--- src/rtl/jr_redirect_unit_pkg.sv ---
// Shared types and constants for the JR redirect unit and its source mux.
package jr_redirect_unit_pkg;

  typedef enum logic [1:0] {
    ST_IDLE      = 2'd0,
    ST_LOAD_WAIT = 2'd1,
    ST_REDIRECT  = 2'd2
  } jr_state_e;

  localparam int unsigned R0_IDX      = 0;
  localparam int unsigned STALL_CNT_W = 16;

endpackage

--- src/rtl/jr_redirect_unit_src_mux.sv ---
// Fixed-priority select of the JR target source; R0 always reads as zero.
module jr_src_mux
  import jr_redirect_unit_pkg::*;
#(
  parameter int unsigned DATA_W = 16,
  parameter int unsigned REG_W  = 4
) (
  input  logic [REG_W-1:0]  jr_reg,
  input  logic              fwd_ex,
  input  logic              fwd_mem,
  input  logic              fwd_mem_ldata,
  input  logic [DATA_W-1:0] rf_data,
  input  logic [DATA_W-1:0] ex_alu_result,
  input  logic [DATA_W-1:0] mem_alu_result,
  input  logic [DATA_W-1:0] mem_load_data,
  output logic [DATA_W-1:0] jr_target
);

  always_comb begin
    jr_target = rf_data;
    if (jr_reg == REG_W'(R0_IDX)) begin
      jr_target = '0;
    end else if (fwd_ex) begin
      jr_target = ex_alu_result;
    end else if (fwd_mem_ldata) begin
      jr_target = mem_load_data;
    end else if (fwd_mem) begin
      jr_target = mem_alu_result;
    end
  end

endmodule

--- src/rtl/jr_redirect_unit.sv ---
// JR target capture, load-use stall and held PC redirect toward fetch.
module jr_redirect_unit
  import jr_redirect_unit_pkg::*;
#(
  parameter int unsigned DATA_W = 16,
  parameter int unsigned REG_W  = 4
) (
  input  logic                   clk,
  input  logic                   rst_n,
  input  logic                   id_is_jr,
  input  logic [REG_W-1:0]       id_jr_reg,
  input  logic                   fwd_ex,
  input  logic                   fwd_mem,
  input  logic                   fwd_mem_ldata,
  input  logic                   fwd_id,
  input  logic [REG_W-1:0]       ex_dst,
  input  logic                   ex_we,
  input  logic                   ex_mem_re,
  input  logic [DATA_W-1:0]      id_rf_data,
  input  logic [DATA_W-1:0]      ex_alu_result,
  input  logic [DATA_W-1:0]      mem_alu_result,
  input  logic [DATA_W-1:0]      mem_load_data,
  input  logic                   fetch_ack,
  output logic                   stall_if_id,
  output logic                   redirect_valid,
  output logic [DATA_W-1:0]      redirect_target,
  output logic                   flush_if,
  output logic [STALL_CNT_W-1:0] stall_cycles
);

  jr_state_e               state_q, state_d;
  logic                    hz;
  logic                    stall_c;
  logic                    capture;
  logic [DATA_W-1:0]       sel_target;
  logic [DATA_W-1:0]       target_q;
  logic [STALL_CNT_W-1:0]  cnt_q;
  logic                    unused_fwd_id;

  // No select active already falls through to the register-file read.
  assign unused_fwd_id = fwd_id;

  assign hz = id_is_jr & ex_mem_re & ex_we & (ex_dst == id_jr_reg) &
              (id_jr_reg != REG_W'(R0_IDX));

  jr_src_mux #(
    .DATA_W (DATA_W),
    .REG_W  (REG_W)
  ) u_src_mux (
    .jr_reg         (id_jr_reg),
    .fwd_ex         (fwd_ex),
    .fwd_mem        (fwd_mem),
    .fwd_mem_ldata  (fwd_mem_ldata),
    .rf_data        (id_rf_data),
    .ex_alu_result  (ex_alu_result),
    .mem_alu_result (mem_alu_result),
    .mem_load_data  (mem_load_data),
    .jr_target      (sel_target)
  );

  always_comb begin
    state_d = state_q;
    stall_c = 1'b0;
    capture = 1'b0;
    unique case (state_q)
      ST_IDLE: begin
        if (id_is_jr) begin
          if (hz) begin
            stall_c = 1'b1;
            state_d = ST_LOAD_WAIT;
          end else begin
            capture = 1'b1;
            state_d = ST_REDIRECT;
          end
        end
      end
      ST_LOAD_WAIT: begin
        stall_c = 1'b1;
        capture = 1'b1;
        state_d = ST_REDIRECT;
      end
      ST_REDIRECT: begin
        stall_c = 1'b1;
        if (fetch_ack) state_d = ST_IDLE;
      end
      default: state_d = ST_IDLE;
    endcase
  end

  always_ff @(posedge clk or negedge rst_n) begin
    if (!rst_n) begin
      state_q  <= ST_IDLE;
      target_q <= '0;
      cnt_q    <= '0;
    end else begin
      state_q <= state_d;
      if (capture) target_q <= sel_target;
      if (stall_c && (cnt_q != '1)) cnt_q <= cnt_q + 1'b1;
    end
  end

  // Gated by rst_n so the combinational IDLE stall also clears during reset.
  assign stall_if_id     = stall_c & rst_n;
  assign redirect_valid  = (state_q == ST_REDIRECT);
  assign flush_if        = (state_q == ST_REDIRECT);
  assign redirect_target = target_q;
  assign stall_cycles    = cnt_q;

endmodule

--- config.mk ---
export PLATFORM = sky130hd
export DESIGN_NAME = jr_redirect_unit
export DESIGN_NICKNAME = d
export VERILOG_FILES = /design/src/rtl/jr_redirect_unit_pkg.sv /design/src/rtl/jr_redirect_unit_src_mux.sv /design/src/rtl/jr_redirect_unit.sv
export SDC_FILE = /design/constraint.sdc
export NUM_CORES = 1
export LEC_CHECK = 0
export BUFFER_PORTS_ARGS = -buffer_cell sky130_fd_sc_hd__buf_2
export CORE_MARGIN = 3
export CORE_UTILIZATION = 49
export DETAILED_ROUTE_END_ITERATION = 12
export HOLD_SLACK_MARGIN = 0.05
export MAX_ROUTING_LAYER = met4
export PLACE_DENSITY = 0.86
export SLEW_MARGIN = 5
export SYNTH_ARGS = -nofsm -noshare
export SYNTH_HDL_FRONTEND = slang
export SYNTH_SLANG_ARGS = --single-unit
--- constraint.sdc ---
create_clock -name clk -period 2.85 [get_ports clk]
set_input_delay 0.1425 -clock clk [delete_from_list [all_inputs] [get_ports clk]]
set_output_delay 0.1425 -clock clk [all_outputs]
set_load 0.02 [all_outputs]
==> results.md <==
- Critical path launch point type: register
- Post-synth cell types: 33
- Adder-Cell Fraction of Synth Area: 0.0282
- Final #Nets: between 400 and 500
- Setup TNS Final: 0 ns
- DRC: 0
- Vias in the first global route: 1942
- Setup Crit Path Kind: reg2out
- Clock transition at the registers of the reported paths: around 0.070 ns
- Rel. slew slack: 0.478
- Global placer's final weighted congestion: just over 0.8
- Hold Buf Count CTS: 1
- Crit. Startpoint: state_q[1]
- Unrepaired setup endpoints after global routing: false
- Vias: 2047
- Critical Path RT: 2.71 ns
- Worst-path fanout max: 17
- H-tree levels: 2
- Max-slew violations: 0
- Simple-gate portion of the synthesized area: 0.174
- I/O Pins: ~120
- Post-Syn Instances: around 220
- Critical path's top delay family: compound AO/OA/AOI/OAI gates
- Critical Path, Cell by Cell: inv_1 -> ha_1 -> nand2_1 -> nor2_1 -> a32oi_2 -> nor2_1 -> buf_2
- Largest net degree at the start of global routing: 36
- Final period utilization: 0.785
- Pwr Density: between 700 and 800 nW/um^2
- Delay of the slowest cell on the worst path: about 0.66 ns
- Resize count post-CTS: 0
- Tmin final: 2.24 ns
- Die H: 73.3 um
- Peak VDD IR: 508 uV
- Fmax: approximately 450 MHz
- First-pass GRT wire length: 8600 um
- CTS tree: done
- Dominant synthesized flop cell: dfrtp_1
- Largest area contributor in the netlist: dfrtp_1
- Top cell by count, worst path: nor2_1
- Static Leak: about 1.6 nW
- Crit end category: primary output
- Largest family of logic cells by synthesized area: multiplexers
- Proportion of synthesized area in mux cells: 0.231
- Status: complete, no violations
- Root buffer cell: clkbuf_8
- Number of buffers and inverters on the critical path: 2
- Critical R2R Launch: state_q[1]
- Synth warn: 0
- Final hold violations: 0
- Die Area: roughly 5400 um^2
- Core footprint: 4170 um^2
- CTS Buf Count: 5
- Die width: ~73 um
- Final ANT Viol Nets: 0
- Top-area cell type share of the netlist area: 0.383
- Gr ovfl total: 0
- Vias per inst: around 5.3
- Dpl hpwl: 4430 um
- Pre-Repair DR Iteration Count: 4
- Row cnt: 23
- Arrival @ worst endpoint: ~2.1 ns
- Sequential area share after synthesis: 0.383
- Antenna fix cells: 0
- Worst skew pair latency: a little under 0.3 ns
- Top post-synthesis cells by area: dfrtp_1, mux2i_1, mux2_2
- Routed Wire Length: approximately 5600 um
- Synth Area in Compound Gates: 0.0750
- 1st-iter DRT viols: 73
- Final instance area: ~2900 um^2
- CTS Sinks: 34
- Flops & latches, synth: 34
- I/O Buffers: 115
- Hold path startpoint: id_is_jr
- Clock Tree Buf Depth: 2
- Net Count, Synth: about 310
- Initial antenna violation count: 0
- Post-synthesis xor/xnor area fraction: 0.0710
- Initial Utilization: 0.532
- Mean Syn Cell Area: 9.91 um^2
- GRT Overall Usage: 0.213
- Post-synth EDFFs: 0
- Post-CTS Setup Inserts: 0
- Placement Cell Area: between 2000 and 3000 um^2
- Post-Syn Area: about 2200 um^2
- Clock skew: ~0.011 ns
- Routed len/inst: roughly 14 um
- Setup violations, final: 0
- Max Cap Viol: 0
- Area grow syn2layout: 31.4%
- Worst hold path type: in2reg
- Slowest CP cell: a32oi_2
- Layout cells sized above 1: 0.434
- Worst Tran Pin Value: 0.783 ns
- Async set-reset flop share out of synthesis: 1.00
-- cells by family after synthesis --
kind of cell | after synthesis
adders and majority gates | 5
DFF | 34
buffers and inverters | 17
AOI/OAI and AO/OA | 25
xor gates and xnor gates | 18
muxes | 49
and+or+nand+nor | 76
-- synthesized netlist by cell type, types with 2 or more instances --
| cell type | count |
|---|---|
| ha_1 | 5 |
| xor2_1 | 18 |
| nor4_4 | 2 |
| nor4b_1 | 2 |
| nor4_1 | 3 |
| nand2_1 | 23 |
| dfrtp_1 | 34 |
| nor3b_1 | 2 |
| inv_1 | 6 |
| buf_2 | 4 |
| clkbuf_1 | 5 |
| mux2_2 | 17 |
| mux2i_1 | 32 |
| nor2_1 | 24 |
| o21ai_0 | 18 |
| nor3_1 | 5 |
| nand3_1 | 6 |
| nand4_1 | 3 |
-- layout make-up --
class	instances	area, um^2
Fill cell	345	1260
Inverter	6	22.5
Multi-Input combinational cell	173	1280
Tap cell	50	62.6
Timing Repair Buffer	118	601
Sequential cell	34	851
Clock inverter	2	12.5
Clock buffer	6	82.6
-- placed cells by master, fill, tap and decap left out, drive strengths merged, types with 2 or more instances in the layout --
cell    instances
buf           117
clkbuf          6
dfrtp          34
ha              5
inv             6
mux2           17
mux2i          32
nand2          23
nand3           6
nand4           3
nor2           25
nor3            5
nor3b           2
nor4            5
nor4b           2
o21ai          18
xor2           18
-- worst register-to-register path: stages, from the launching register on --
cell and delay [ns]:
dfrtp_1 0.41, inv_1 0.08, ha_1 0.25, nand2_1 0.11
nor2_1 0.05, a32oi_2 0.66, nor2_1 0.19, mux2_2 0.31
-- through the flow --
stage | hold WS (ns) | setup slack [ns] | instances | power (mW) | utilization
after CTS | 0.204 | 0.613 | 389 | 2.12 | 0.699
final | 0.214 | 0.613 | 389 | 2.10 | 0.699
after global routing | 0.217 | 0.408 | 389 | 2.24 | 0.699
after floorplan | -0.153 | 0.997 | 224 | 1.42 | -
after global placement | 0.197 | 0.770 | 380 | 1.71 | 0.674
after detailed placement | 0.197 | 0.704 | 380 | 1.74 | 0.674
-- path summary, 6_finish.rpt --
check / endpoint / slack [ns] / cells past startpoint
max: stall_if_id / 0.61 / 7
min: state_q[0] / 0.21 / 3
max reg2reg: stall_cycles[1] / 0.68 / 7
min reg2reg: stall_cycles[9] / 0.49 / 1
max in group asynchronous: redirect_target[4] / 2.13 / 3
min in group asynchronous: stall_cycles[7] / 0.41 / 3
-- power breakdown --
part	switching, mW	internal, mW
registers	0.124	0.653
clock network	0.178	0.194
logic	0.549	0.398
total	0.850	1.24
-- per-layer routing --
layer  vias up  global-route usage  share of wire
li1       1011                   -              -
met1       929               0.236           0.39
met2        92               0.370           0.50
met3        15              0.0479          0.098
met4         0              0.0805          0.021
met5         -                   -              0
-- registers in the layout (all words and copies together) (netlist names) --
| name | count |
|---|---|
| redirect_target | 16 |
| stall_cycles | 16 |
| state_q | 2 |
(Power assumes the default switching activity.)
